<file path="config.mk">
export PLATFORM = sky130hd
export DESIGN_NAME = mem_access_stage_flat
export DESIGN_NICKNAME = d
export VERILOG_FILES = /design/src/rtl/mem_access_stage_if.sv /design/src/rtl/mem_access_stage.sv /design/src/flat_wrapper.sv
export SDC_FILE = /design/constraint.sdc
export NUM_CORES = 1
export LEC_CHECK = 0
export CORE_AREA = 2 2 125 127
export CTS_BUF_LIST = sky130_fd_sc_hd__clkbuf_16
export CTS_CLUSTER_DIAMETER = 200
export DETAILED_ROUTE_END_ITERATION = 16
export DIE_AREA = 0 0 127 129
export PLACE_DENSITY = 0.78
export RECOVER_POWER = 25
export SLEW_MARGIN = 20
export SYNTH_ARGS = -nofsm -noshare
export SYNTH_HDL_FRONTEND = slang
export SYNTH_SLANG_ARGS = --single-unit
</file>
<file path="constraint.sdc">
create_clock -name clk -period 4.2 [get_ports clk]
set_input_delay 0.63 -clock clk [delete_from_list [all_inputs] [get_ports clk]]
set_output_delay 0.63 -clock clk [all_outputs]
set_load 0.05 [all_outputs]
</file>
<file path="src/rtl/mem_access_stage_if.sv">
// Data-memory port of the MEM stage: request/ack handshake with byte enables.
interface mem_access_stage_if;
  logic        memReq;
  logic        memWe;
  logic [31:0] memAddr;
  logic [31:0] memWdata;
  logic [3:0]  memBe;
  logic [31:0] memRdata;
  logic        memAck;

  modport master (
    output memReq, memWe, memAddr, memWdata, memBe,
    input  memRdata, memAck
  );

  modport slave (
    input  memReq, memWe, memAddr, memWdata, memBe,
    output memRdata, memAck
  );
endinterface

</file>
<file path="src/rtl/mem_access_stage.sv">
// MIPS MEM stage: branch resolution, byte/half/word data-memory access with
// stall and timeout, and the MEM/WB pipeline register.
module mem_access_stage #(
  parameter int unsigned TIMEOUT = 16
) (
  input  logic        clk,
  input  logic        reset,
  input  logic        inValid,
  input  logic        memRead,
  input  logic        memWrite,
  input  logic [1:0]  memSize,
  input  logic        memSigned,
  input  logic        branch,
  input  logic        regWrite,
  input  logic        memToReg,
  input  logic        zero,
  input  logic [31:0] addResult,
  input  logic [31:0] aluResult,
  input  logic [31:0] reg2,
  input  logic [4:0]  muxRegDstOut,
  output logic        pcSrc,
  output logic [31:0] branchTarget,
  output logic        stall,
  mem_access_stage_if.master dmem,
  output logic        addrError,
  output logic        busError,
  output logic        wbRegWrite,
  output logic        wbMemToReg,
  output logic [31:0] wbReadData,
  output logic [31:0] wbAluResult,
  output logic [4:0]  wbWriteReg
);

  typedef enum logic {IDLE, ACCESS} state_t;

  localparam logic [7:0] LAST = 8'(TIMEOUT - 1);

  state_t      state, next_state;
  logic [7:0]  cnt;
  logic        memOp, misaligned;
  logic        req, we, wb_load, wb_ok, take_rdata;
  logic        addr_err_n, bus_err_n, cnt_clr, cnt_inc;
  logic [3:0]  be;
  logic [31:0] wdata, load_data;
  logic [7:0]  byte_sel;
  logic [15:0] half_sel;

  assign pcSrc        = inValid & branch & zero;
  assign branchTarget = addResult;
  assign memOp        = inValid & (memRead | memWrite);

  assign dmem.memReq   = req;
  assign dmem.memWe    = we;
  assign dmem.memAddr  = {aluResult[31:2], 2'b00};
  assign dmem.memBe    = be;
  assign dmem.memWdata = wdata;

  // Alignment check for the addressed access size.
  always_comb begin
    misaligned = 1'b0;
    case (memSize)
      2'b00:   misaligned = 1'b0;
      2'b01:   misaligned = memOp & aluResult[0];
      default: misaligned = memOp & (|aluResult[1:0]);
    endcase
  end

  // Byte enables and lane-replicated store data.
  always_comb begin
    be    = '0;
    wdata = '0;
    case (memSize)
      2'b00: begin
        be    = 4'b0001 << aluResult[1:0];
        wdata = {4{reg2[7:0]}};
      end
      2'b01: begin
        be    = aluResult[1] ? 4'b1100 : 4'b0011;
        wdata = {2{reg2[15:0]}};
      end
      default: begin
        be    = '1;
        wdata = reg2;
      end
    endcase
  end

  // Lane select and sign/zero extension of load data.
  always_comb begin
    byte_sel  = '0;
    load_data = '0;
    case (aluResult[1:0])
      2'b00: byte_sel = dmem.memRdata[7:0];
      2'b01: byte_sel = dmem.memRdata[15:8];
      2'b10: byte_sel = dmem.memRdata[23:16];
      2'b11: byte_sel = dmem.memRdata[31:24];
    endcase
    half_sel = aluResult[1] ? dmem.memRdata[31:16] : dmem.memRdata[15:0];
    case (memSize)
      2'b00:   load_data = {{24{memSigned & byte_sel[7]}}, byte_sel};
      2'b01:   load_data = {{16{memSigned & half_sel[15]}}, half_sel};
      default: load_data = dmem.memRdata;
    endcase
  end

  // Access FSM: next state, handshake, stall and MEM/WB load control.
  // Everything is held inactive while reset is asserted so an in-flight
  // access cannot leak a request or stall into the reset cycle.
  always_comb begin
    next_state = state;
    stall      = 1'b0;
    req        = 1'b0;
    we         = 1'b0;
    wb_load    = 1'b0;
    wb_ok      = 1'b0;
    take_rdata = 1'b0;
    addr_err_n = 1'b0;
    bus_err_n  = 1'b0;
    cnt_clr    = 1'b0;
    cnt_inc    = 1'b0;
    if (!reset) begin
      case (state)
        IDLE: begin
          if (memOp && !misaligned) begin
            stall      = 1'b1;
            cnt_clr    = 1'b1;
            next_state = ACCESS;
          end else begin
            wb_load    = 1'b1;
            wb_ok      = !misaligned;
            addr_err_n = misaligned;
          end
        end
        ACCESS: begin
          req = 1'b1;
          we  = memWrite;
          if (dmem.memAck) begin
            wb_load    = 1'b1;
            wb_ok      = 1'b1;
            take_rdata = !memWrite;
            next_state = IDLE;
          end else if (cnt == LAST) begin
            wb_load    = 1'b1;
            bus_err_n  = 1'b1;
            next_state = IDLE;
          end else begin
            stall   = 1'b1;
            cnt_inc = 1'b1;
          end
        end
        default: next_state = IDLE;
      endcase
    end
  end

  // State, timeout counter, error pulses and MEM/WB register.
  always_ff @(posedge clk) begin
    if (reset) begin
      state       <= IDLE;
      cnt         <= '0;
      addrError   <= 1'b0;
      busError    <= 1'b0;
      wbRegWrite  <= 1'b0;
      wbMemToReg  <= 1'b0;
      wbReadData  <= '0;
      wbAluResult <= '0;
      wbWriteReg  <= '0;
    end else begin
      state     <= next_state;
      addrError <= addr_err_n;
      busError  <= bus_err_n;
      if (cnt_clr)      cnt <= '0;
      else if (cnt_inc) cnt <= cnt + 8'd1;
      if (wb_load) begin
        wbRegWrite  <= regWrite & inValid & wb_ok;
        wbMemToReg  <= memToReg;
        wbReadData  <= take_rdata ? load_data : '0;
        wbAluResult <= aluResult;
        wbWriteReg  <= muxRegDstOut;
      end
    end
  end

endmodule

</file>
<file path="src/flat_wrapper.sv">
// flat-port wrapper written by rule: the top's interface ports become plain ports
module mem_access_stage_flat 
#(
  parameter int unsigned TIMEOUT = 16
)
  (clk, reset, inValid, memRead, memWrite, memSize, memSigned, branch, regWrite, memToReg, zero, addResult, aluResult, reg2, muxRegDstOut, pcSrc, branchTarget, stall, addrError, busError, wbRegWrite, wbMemToReg, wbReadData, wbAluResult, wbWriteReg, dmem_memReq, dmem_memWe, dmem_memAddr, dmem_memWdata, dmem_memBe, dmem_memRdata, dmem_memAck);
  mem_access_stage_if dmem_i ();
  input  logic clk;
  input  logic reset;
  input  logic inValid;
  input  logic memRead;
  input  logic memWrite;
  input  logic [1:0] memSize;
  input  logic memSigned;
  input  logic branch;
  input  logic regWrite;
  input  logic memToReg;
  input  logic zero;
  input  logic [31:0] addResult;
  input  logic [31:0] aluResult;
  input  logic [31:0] reg2;
  input  logic [4:0] muxRegDstOut;
  output logic pcSrc;
  output logic [31:0] branchTarget;
  output logic stall;
  output logic addrError;
  output logic busError;
  output logic wbRegWrite;
  output logic wbMemToReg;
  output logic [31:0] wbReadData;
  output logic [31:0] wbAluResult;
  output logic [4:0] wbWriteReg;
  output wire logic [$bits(dmem_i.memReq)-1:0] dmem_memReq;
  output wire logic [$bits(dmem_i.memWe)-1:0] dmem_memWe;
  output wire logic [$bits(dmem_i.memAddr)-1:0] dmem_memAddr;
  output wire logic [$bits(dmem_i.memWdata)-1:0] dmem_memWdata;
  output wire logic [$bits(dmem_i.memBe)-1:0] dmem_memBe;
  input wire logic [$bits(dmem_i.memRdata)-1:0] dmem_memRdata;
  input wire logic [$bits(dmem_i.memAck)-1:0] dmem_memAck;
  assign dmem_memReq = dmem_i.memReq;
  assign dmem_memWe = dmem_i.memWe;
  assign dmem_memAddr = dmem_i.memAddr;
  assign dmem_memWdata = dmem_i.memWdata;
  assign dmem_memBe = dmem_i.memBe;
  assign dmem_i.memRdata = dmem_memRdata;
  assign dmem_i.memAck = dmem_memAck;
  mem_access_stage #(.TIMEOUT(TIMEOUT)) u_core (.clk(clk), .reset(reset), .inValid(inValid), .memRead(memRead), .memWrite(memWrite), .memSize(memSize), .memSigned(memSigned), .branch(branch), .regWrite(regWrite), .memToReg(memToReg), .zero(zero), .addResult(addResult), .aluResult(aluResult), .reg2(reg2), .muxRegDstOut(muxRegDstOut), .pcSrc(pcSrc), .branchTarget(branchTarget), .stall(stall), .dmem(dmem_i), .addrError(addrError), .busError(busError), .wbRegWrite(wbRegWrite), .wbMemToReg(wbMemToReg), .wbReadData(wbReadData), .wbAluResult(wbAluResult), .wbWriteReg(wbWriteReg));
endmodule
</file>
-- Word-level counts from Yosys, hierarchy flattened
Cells that the tools add are included.
- bits in registers: 82
- add/sub/neg operators: 1
- equality and inequality tests: 5
- shift operators: 1
- multiplexer cells: 33
- bitwise operators: 11
- reduce and logical (&&, ||, !) cells: 9
- operator list (operator ; number):
    one-hot mux 32 bit (2 select lines) ; 2
    2-to-1 mux 32 bit ; 1
    one-hot mux 8 bit (4 select lines) ; 1
    2-to-1 mux 1 bit ; 22
    2-to-1 mux 16 bit ; 1
    bitwise AND 1 bit ; 9
    adder 8 x 1 -> 8 bit (second input constant) ; 1
    equality test 8 x 4 -> 1 bit (second input constant) ; 1
    one-hot mux 1 bit (2 select lines) ; 4
    one-hot mux 4 bit (2 select lines) ; 1
    OR reduction 3 bit ; 2
    equality test 2 x 1 -> 1 bit (second input constant) ; 2
    equality test 2 bit (second input constant) ; 2
    logical NOT 2 bit ; 2
    2-to-1 mux 4 bit ; 1
    OR reduction 2 bit ; 2
    << shifter 1 x 2 -> 4 bit (first input constant) ; 1
    logical NOT 1 bit ; 2
    logical AND 1 bit ; 1
    NOT 1 bit ; 1
    OR 1 bit ; 1

-- Logic depth before layout (Yosys ltp)
- word-level depth: 10
- depth in mapped cells: 8
- gate-level depth less buffers: 6

-- Worst setup path before layout
OpenSTA, ideal clock, no wires.
- kind: input -> output
- from: input port memSize[0]
- to: output port dmem_memWdata[24]
- arrival time: 2.305 ns
- data required time: 3.570 ns
- path slack: 1.265 ns
- stages on the path: 4
- path buffers: 2
- path through: clkbuf_1 -> buf_2 -> mux2i_1 -> o21ai_0
- word-level cells in the longest chain between the ends: 2
- RTL lines (item ; line ; source):
    start, declared ; flat_wrapper.sv:13 ; input logic [1:0] memSize;
    equality test 2 x 1 -> 1 bit / logical NOT 2 bit (equally long branches) ; mem_access_stage.sv:72 ; case (memSize)
    one-hot mux 32 bit (2 select lines) * ; mem_access_stage.sv:72 ;
    end, declared ; flat_wrapper.sv:36 ; output wire logic [$bits(dmem_i.memWdata)-1:0] dmem_memWdata;
Every way passes the cells marked *; elsewhere a longest branch is shown, timed or not.

-- Worst setup path after layout
- from: input port aluResult[0]
- to: output port dmem_memBe[0]
- word-level cells in the longest chain between the ends: 2
- RTL lines (item ; line ; source):
    start, declared ; flat_wrapper.sv:20 ; input logic [31:0] aluResult;
    << shifter 1 x 2 -> 4 bit ; mem_access_stage.sv:74 ; be = 4'b0001 << aluResult[1:0];
    one-hot mux 4 bit (2 select lines) ; mem_access_stage.sv:72 ;
    end, declared ; flat_wrapper.sv:37 ; output wire logic [$bits(dmem_i.memBe)-1:0] dmem_memBe;
No other way between the ends.

==> summary.md <==
| Metric | Value |
|---|---|
| Synth Instances | `about 550` |
| Initial antenna violation count | `0` |
| Slew headroom | `0.337` |
| Most frequent cells in the layout | `clkdlybuf4s50_1 (213), dfxtp_1 (82), a21oi_1 (49)` |
| Vias/cell | `slightly below 5` |
| Vias in the first global route | `roughly 4100` |
| Max-slew violation count | `0` |
| Clock power frac | `0.345` |
| Crit share post-route | `0.834` |
| Die W | `around 130 um` |
| Clock Pin Slew Worst Setup and Hold Paths | `~60 ps` |
| Worst-path fanout max | `9` |
| Non-Filler Instances | `between 900 and 1000` |
| Worst min path class | `flop to flop` |
| DRT Pass-1 Iters | `4` |
| Worst vdd ir | `about 0.19 mV` |
| Placed Cells incl. Taps | `a little under 900` |
| TritonCTS buffer count | `9` |
| Synthesized area | `approximately 0.0046 mm2` |
| Switching share of total power | `0.331` |
| Post-route minimum period | `about 3500 ps` |
| Kind of critical path | `input port to output pin` |
| Unrepaired setup endpoints after global routing | `false` |
| Data required, critical path | `3570 ps` |
| Postcts setup bufs | `0` |
| # DRC | `0` |
| Drt initial violations | `a little over 200` |
| First-pass GRT wire length | `~23000 um` |
| Top FF cell, synth | `dfxtp_1` |
| Post-synth ARST share | `0` |
| Reg2reg path depth | `7` |
| Setup Skew | `between 6 and 7 ps` |
| Combinational share of power | `0.311` |
| Register bit count reported by yosys | `82` |
| Largest net degree at the start of global routing | `47` |
| Seq/Total Area, Yosys | `0.358` |
| CTS tree | `done` |
| Starting Density | `0.306` |
| # setup viols final | `0` |
| Root Buffer | `clkbuf_16` |
| Detail Route Antenna Nets | `0` |
| Grt total ovfl | `0` |
| Vias | `4496` |
| CP arrival | `between 2000 and 3000 ps` |
| Psw | `between 0.0007 and 0.0008 W` |
| Sequential fraction of design power | `0.344` |
| Die height | `129 um` |
| Post-synth cell types | `46` |
| Later-pin clock latency in the skew report | `340 ps` |
| I/O pin count | `323` |
| Outcome | `finished, final reports clean` |
| Fmax | `285 MHz` |
| Total GRT Usage | `0.179` |
| Die area | `~0.016 mm2` |
| Final wirelength | `between 15000 and 20000 um` |
| Leakage power | `roughly 2.7 nW` |
| CTS H-tree lvls | `3` |
| Rows | `between 40 and 50` |
| Hold Path Depth | `1` |
| Clk buf depth | `2` |
| Ant diodes | `0` |
| Total power divided by cell area | `343 mW/mm2` |
| Port Buffer Count | `about 260` |
| # nets final | `859` |
| Final hold vios | `0` |
| YS warnings | `0` |
| Drt wl/cell | `roughly 17 um` |
| Slew @ Worst Pin | `roughly 990 ps` |
| Syn-to-layout area delta | `52.9%` |
| DP HPWL | `between 10000 and 15000 um` |
| CTS Hold Bufs | `0` |
| Placeable core area | `around 0.015 mm2` |
| Post-synth EDFFs | `0` |
| Worst setup EP type | `output pin` |
| Setup TNS | `0 ps` |
| Cell internal pwr | `around 0.0016 W` |
| Gpl congestion | `0.827` |
| Share of cells above drive strength 1 | `0.0796` |
| Resized cells post-CTS | `0` |
| Clock Sinks | `about 80` |
| Post-synthesis average cell area | `around 8.4 um2` |
| Setup crit start kind | `input port` |
| Leading cell type in the layout, fill and taps excluded | `clkdlybuf4s50_1` |
| MaxCap Viol Count | `0` |
## state kept, by name, summed over array words and instances, names as in the netlist
signal,cells
u_core.wbWriteReg,5
u_core.state,1
u_core.addrError,1
u_core.wbAluResult,32
u_core.cnt,8
u_core.wbRegWrite,1
u_core.busError,1
u_core.wbReadData,32
u_core.wbMemToReg,1
## path summary, 6_finish.rpt
check / from / end / slack (ps)
setup / recovery: aluResult[0] / dmem_memBe[0] / 700
hold / removal: u_core.wbReadData[0]$_SDFFE_PP0P_ / u_core.wbReadData[0]$_SDFFE_PP0P_ / 460
setup reg to reg: u_core.cnt[0]$_SDFFE_PP0P_ / u_core.wbReadData[21]$_SDFFE_PP0P_ / 2270
hold reg to reg: u_core.wbReadData[0]$_SDFFE_PP0P_ / u_core.wbReadData[0]$_SDFFE_PP0P_ / 460
## critical path, cell delays in order
cell and delay [ps]:
clkdlybuf4s50_1 670, nor2b_1 370, nor2_1 70, nor2_1 350, inv_1 70, clkdlybuf4s50_1 710
## metal layers
layer | wire, um | global-route usage
met1 | 6100 | 0.206
met2 | 7520 | 0.310
met4 | 524 | 0.0937
met3 | 1070 | 0.0403
met5 | 0 | 0
## synthesized netlist by cell type, types with 2 or more instances
library cell / n / area, um2
buf_2: 15 / 75.1
o21ai_0: 18 / 90.1
a21oi_1: 50 / 250
and3_1: 6 / 37.5
mux2_2: 16 / 180
o2bb2ai_1: 9 / 78.8
xnor2_1: 3 / 26.3
o21ai_1: 41 / 205
a22o_1: 21 / 184
and2_1: 2 / 12.5
buf_1: 6 / 22.5
xor2_1: 4 / 35.0
nor2b_1: 14 / 87.6
nand3_1: 42 / 210
inv_1: 4 / 15.0
a21oi_2: 2 / 17.5
a31oi_1: 2 / 12.5
nand2_1: 26 / 97.6
buf_6: 2 / 22.5
a211oi_1: 2 / 15.0
nor2_1: 21 / 78.8
or3_1: 2 / 12.5
nand2b_1: 23 / 144
clkbuf_1: 17 / 63.8
and3b_1: 3 / 26.3
nand3b_1: 6 / 45.0
buf_4: 75 / 563
mux2i_1: 16 / 160
a21o_1: 2 / 15.0
dfxtp_1: 82 / 1640
nor4_1: 2 / 12.5
## through the flow
step | area [um2] | util | hold slack (ps) | total power [W] | worst slack, ps
3_3_place_gp | 6710 | 0.448 | 440 | 0.00160 | 769
5_1_grt | 7010 | 0.468 | 482 | 0.00251 | 567
6_report | 7010 | 0.468 | 462 | 0.00241 | 696
3_5_place_dp | 6710 | 0.448 | 448 | 0.00161 | 744
2_1_floorplan | 4590 | - | 436 | 0.00141 | 1260
4_1_cts | 7020 | 0.469 | 462 | 0.00245 | 737
## power groups by stage
stage | Combinational, W | Sequential (W) | Clock [W]
after floorplan | 0.000445 | 0.000962 | 0
after global placement | 0.000755 | 0.000846 | 0
after detailed placement | 0.000758 | 0.000847 | 0
after CTS | 0.000761 | 0.000830 | 0.000858
after global routing | 0.000788 | 0.000833 | 0.000888
final | 0.000749 | 0.000828 | 0.000830
## cells by family (layout without fill, tap and decap cells)
group,after synthesis,count (layout),synth area share
buffers and inverters,119,285,0.166
other,1,2,0.000818
AOI/OAI and AO/OA,154,154,0.207
muxes,32,32,0.0742
xor gates and xnor gates,7,7,0.0134
DFF,82,82,0.358
and+or+nand+nor,153,153,0.177
adders and majority gates,1,1,0.00273
## cell type report
cell class | count | area, um2
multi-input combinational | 349 | 2180
clock inverter | 6 | 83.8
timing repair buffer | 266 | 2630
fill | 1451 | 7960
inverter | 4 | 15.0
sequential | 82 | 1640
clock buffer | 9 | 225
tap | 188 | 235
No activity file was read; power rests on OpenSTA's default activity.
==> patch (same settings) <==
Make the reset (`reset`) asynchronous in one clocked block.
--- a/src/rtl/mem_access_stage.sv
+++ b/src/rtl/mem_access_stage.sv
@@ -154,7 +154,7 @@
   end
 
   // State, timeout counter, error pulses and MEM/WB register.
-  always_ff @(posedge clk) begin
+  always_ff @(posedge clk or posedge reset) begin
     if (reset) begin
       state       <= IDLE;
       cnt         <= '0;
Function: differs if reset is asserted again (counterexample within 4 cycles, from zero or initial values and one cycle with reset high); with reset held inactive, the same outputs for 10 cycles.
==> patch against the original RTL <==
- combinational power grew 76%
- synthesized area grew 7.7%
- die area is the same
- sequential cell count is the same
- power grew 26%
- worst setup slack gained 0.20 ns
- final area grew 5.1%
- cell count shrank 10%
- wire length shrank 2.4%
- register-to-register slack lost 0.44 ns
- sequential power grew 18%
==> patch: results (changes against the original RTL) <==
* Grt met1 use at 20.9% (+0.34 points)
* Synth Area in Compound Gates at 15.3% (-5.4 points)
* Status: completed
* RR Startpoint: u_core.state$_DFFE_PP0N_
* Nets at 765 (-11%)
* FF-to-FF path depth at 4 (-3)
* R2r setup slk at 1.83 ns (-0.44 ns)
* R2R Path End: u_core.wbAluResult[1]$_DFFE_PP0P_
* Met3 usage at 5.11% (+1.1 points)
* Area contributors post-synth: dfrtp_1 (42%), buf_4 (11%), mux2_4 (9.1%), mux2_2 (6.2%), a221o_1 (3.2%)
* Pleak at 3.11 nW (+14%)
* Largest net degree at the start of global routing at 45 (-4.3%)
* Vias in the first global route at 4240 (+3.2%)
* First drt pass iteration count at 5 (+1)
* Relative slew margins at 32.1% (-1.6 points)
* XOR/XNOR Fraction of Synth Area at 0% (-1.3 points)
* Hold path endpoint: u_core.wbAluResult[2]$_DFFE_PP0P_
* Via density at 5.18 (+4.2%)
* Ys async rst share at 100% (+100 points)
* RePlAce Congestion at 0.860 (+3.9%)
* Mux cell area share after synthesis at 18.6% (+11 points)
* Critical path arrival at 2.68 ns (-0.19 ns)
* Netlist cell types at 59 (+28%)
* Maximum fanout along the worst path at 17 (+8)
* Avg WL per Cell at 18.3 um (+8.8%)
* First-pass GRT wire length at 22800 um (about the same)
* Worst VDD drop at 0.000180 V (-4.3%)
* Final HPWL DP at 11600 um (+2.1%)
* Synth Area in Adders at 0.253% (-0.020 points)
* GRT Overall Usage at 17.7% (-0.16 points)
* DRT iter0 DRCs at 320 (+58%)
==> patch: cell count changes after synthesis, moves of 14 or more <==
cell / change
dfrtp_1: +82
mux2_4: +30
o21ai_1: -40
nor2_1: -14
a21oi_1: -39
a22o_1: -17
nand3_1: -31
nand2b_1: -15
dfxtp_1: -82
a221o_1: +16
==> patch: kinds of logic after synthesis <==
logic type,Yosys count
AOI/OAI and AO/OA,97
DFF,82
other,1
buffers and inverters,114
muxes,73
adders and majority gates,1
and+or+nand+nor,75
==> patch: worst max path at each step <==
stage | cells past startpoint | slack [ns] | end
3_5_place_dp | 5 | 0.93 | stall
2_1_floorplan | 3 | 0.28 | dmem_memWe
5_1_grt | 4 | 0.79 | dmem_memWe
4_1_cts | 5 | 0.93 | stall
3_3_place_gp | 5 | 0.99 | dmem_memWdata[24]
6_report | 4 | 0.89 | dmem_memWe
==> patch: area by class of cell <==
cell class              count  area [um2]
inverters                  14        53.8
clock inverters             7        53.8
well taps                 188         235
fillers                  1293        7610
flip-flops and latches     82        2050
repair buffers            263        2630
clock buffers               9         225
multi-input cells         248        2120
==> patch: power breakdown <==
part           total, mW  leakage, nW  internal [mW]  switching [mW]
Combinational       1.32         1.93          0.523           0.800
Sequential         0.981         1.04          0.906          0.0751
Clock              0.732        0.135          0.405           0.326
Total               3.04         3.11           1.83            1.20
==> patch: through the flow <==
stage | std cells | setup WS (ns) | power (mW)
2_1_floorplan | 444 | 0.282 | 1.95
3_3_place_gp | 795 | 0.990 | 2.30
3_5_place_dp | 795 | 0.934 | 2.32
4_1_cts | 811 | 0.928 | 3.07
5_1_grt | 811 | 0.789 | 3.18
6_report | 811 | 0.895 | 3.04
==> patch: worst max-delay path, stage by stage <==
cell	delay (ns)
dlygate4sd3_1	0.98
clkinvlp_2	0.57
and3_1	0.31
buf_4	0.18
==> patch: metal layers <==
layer | wire, um | vias to the layer above
met3 | 1270 | 30
met5 | 0 | -
met1 | 5780 | 1992
met4 | 482 | 0
met2 | 7330 | 282
li1 | - | 1899
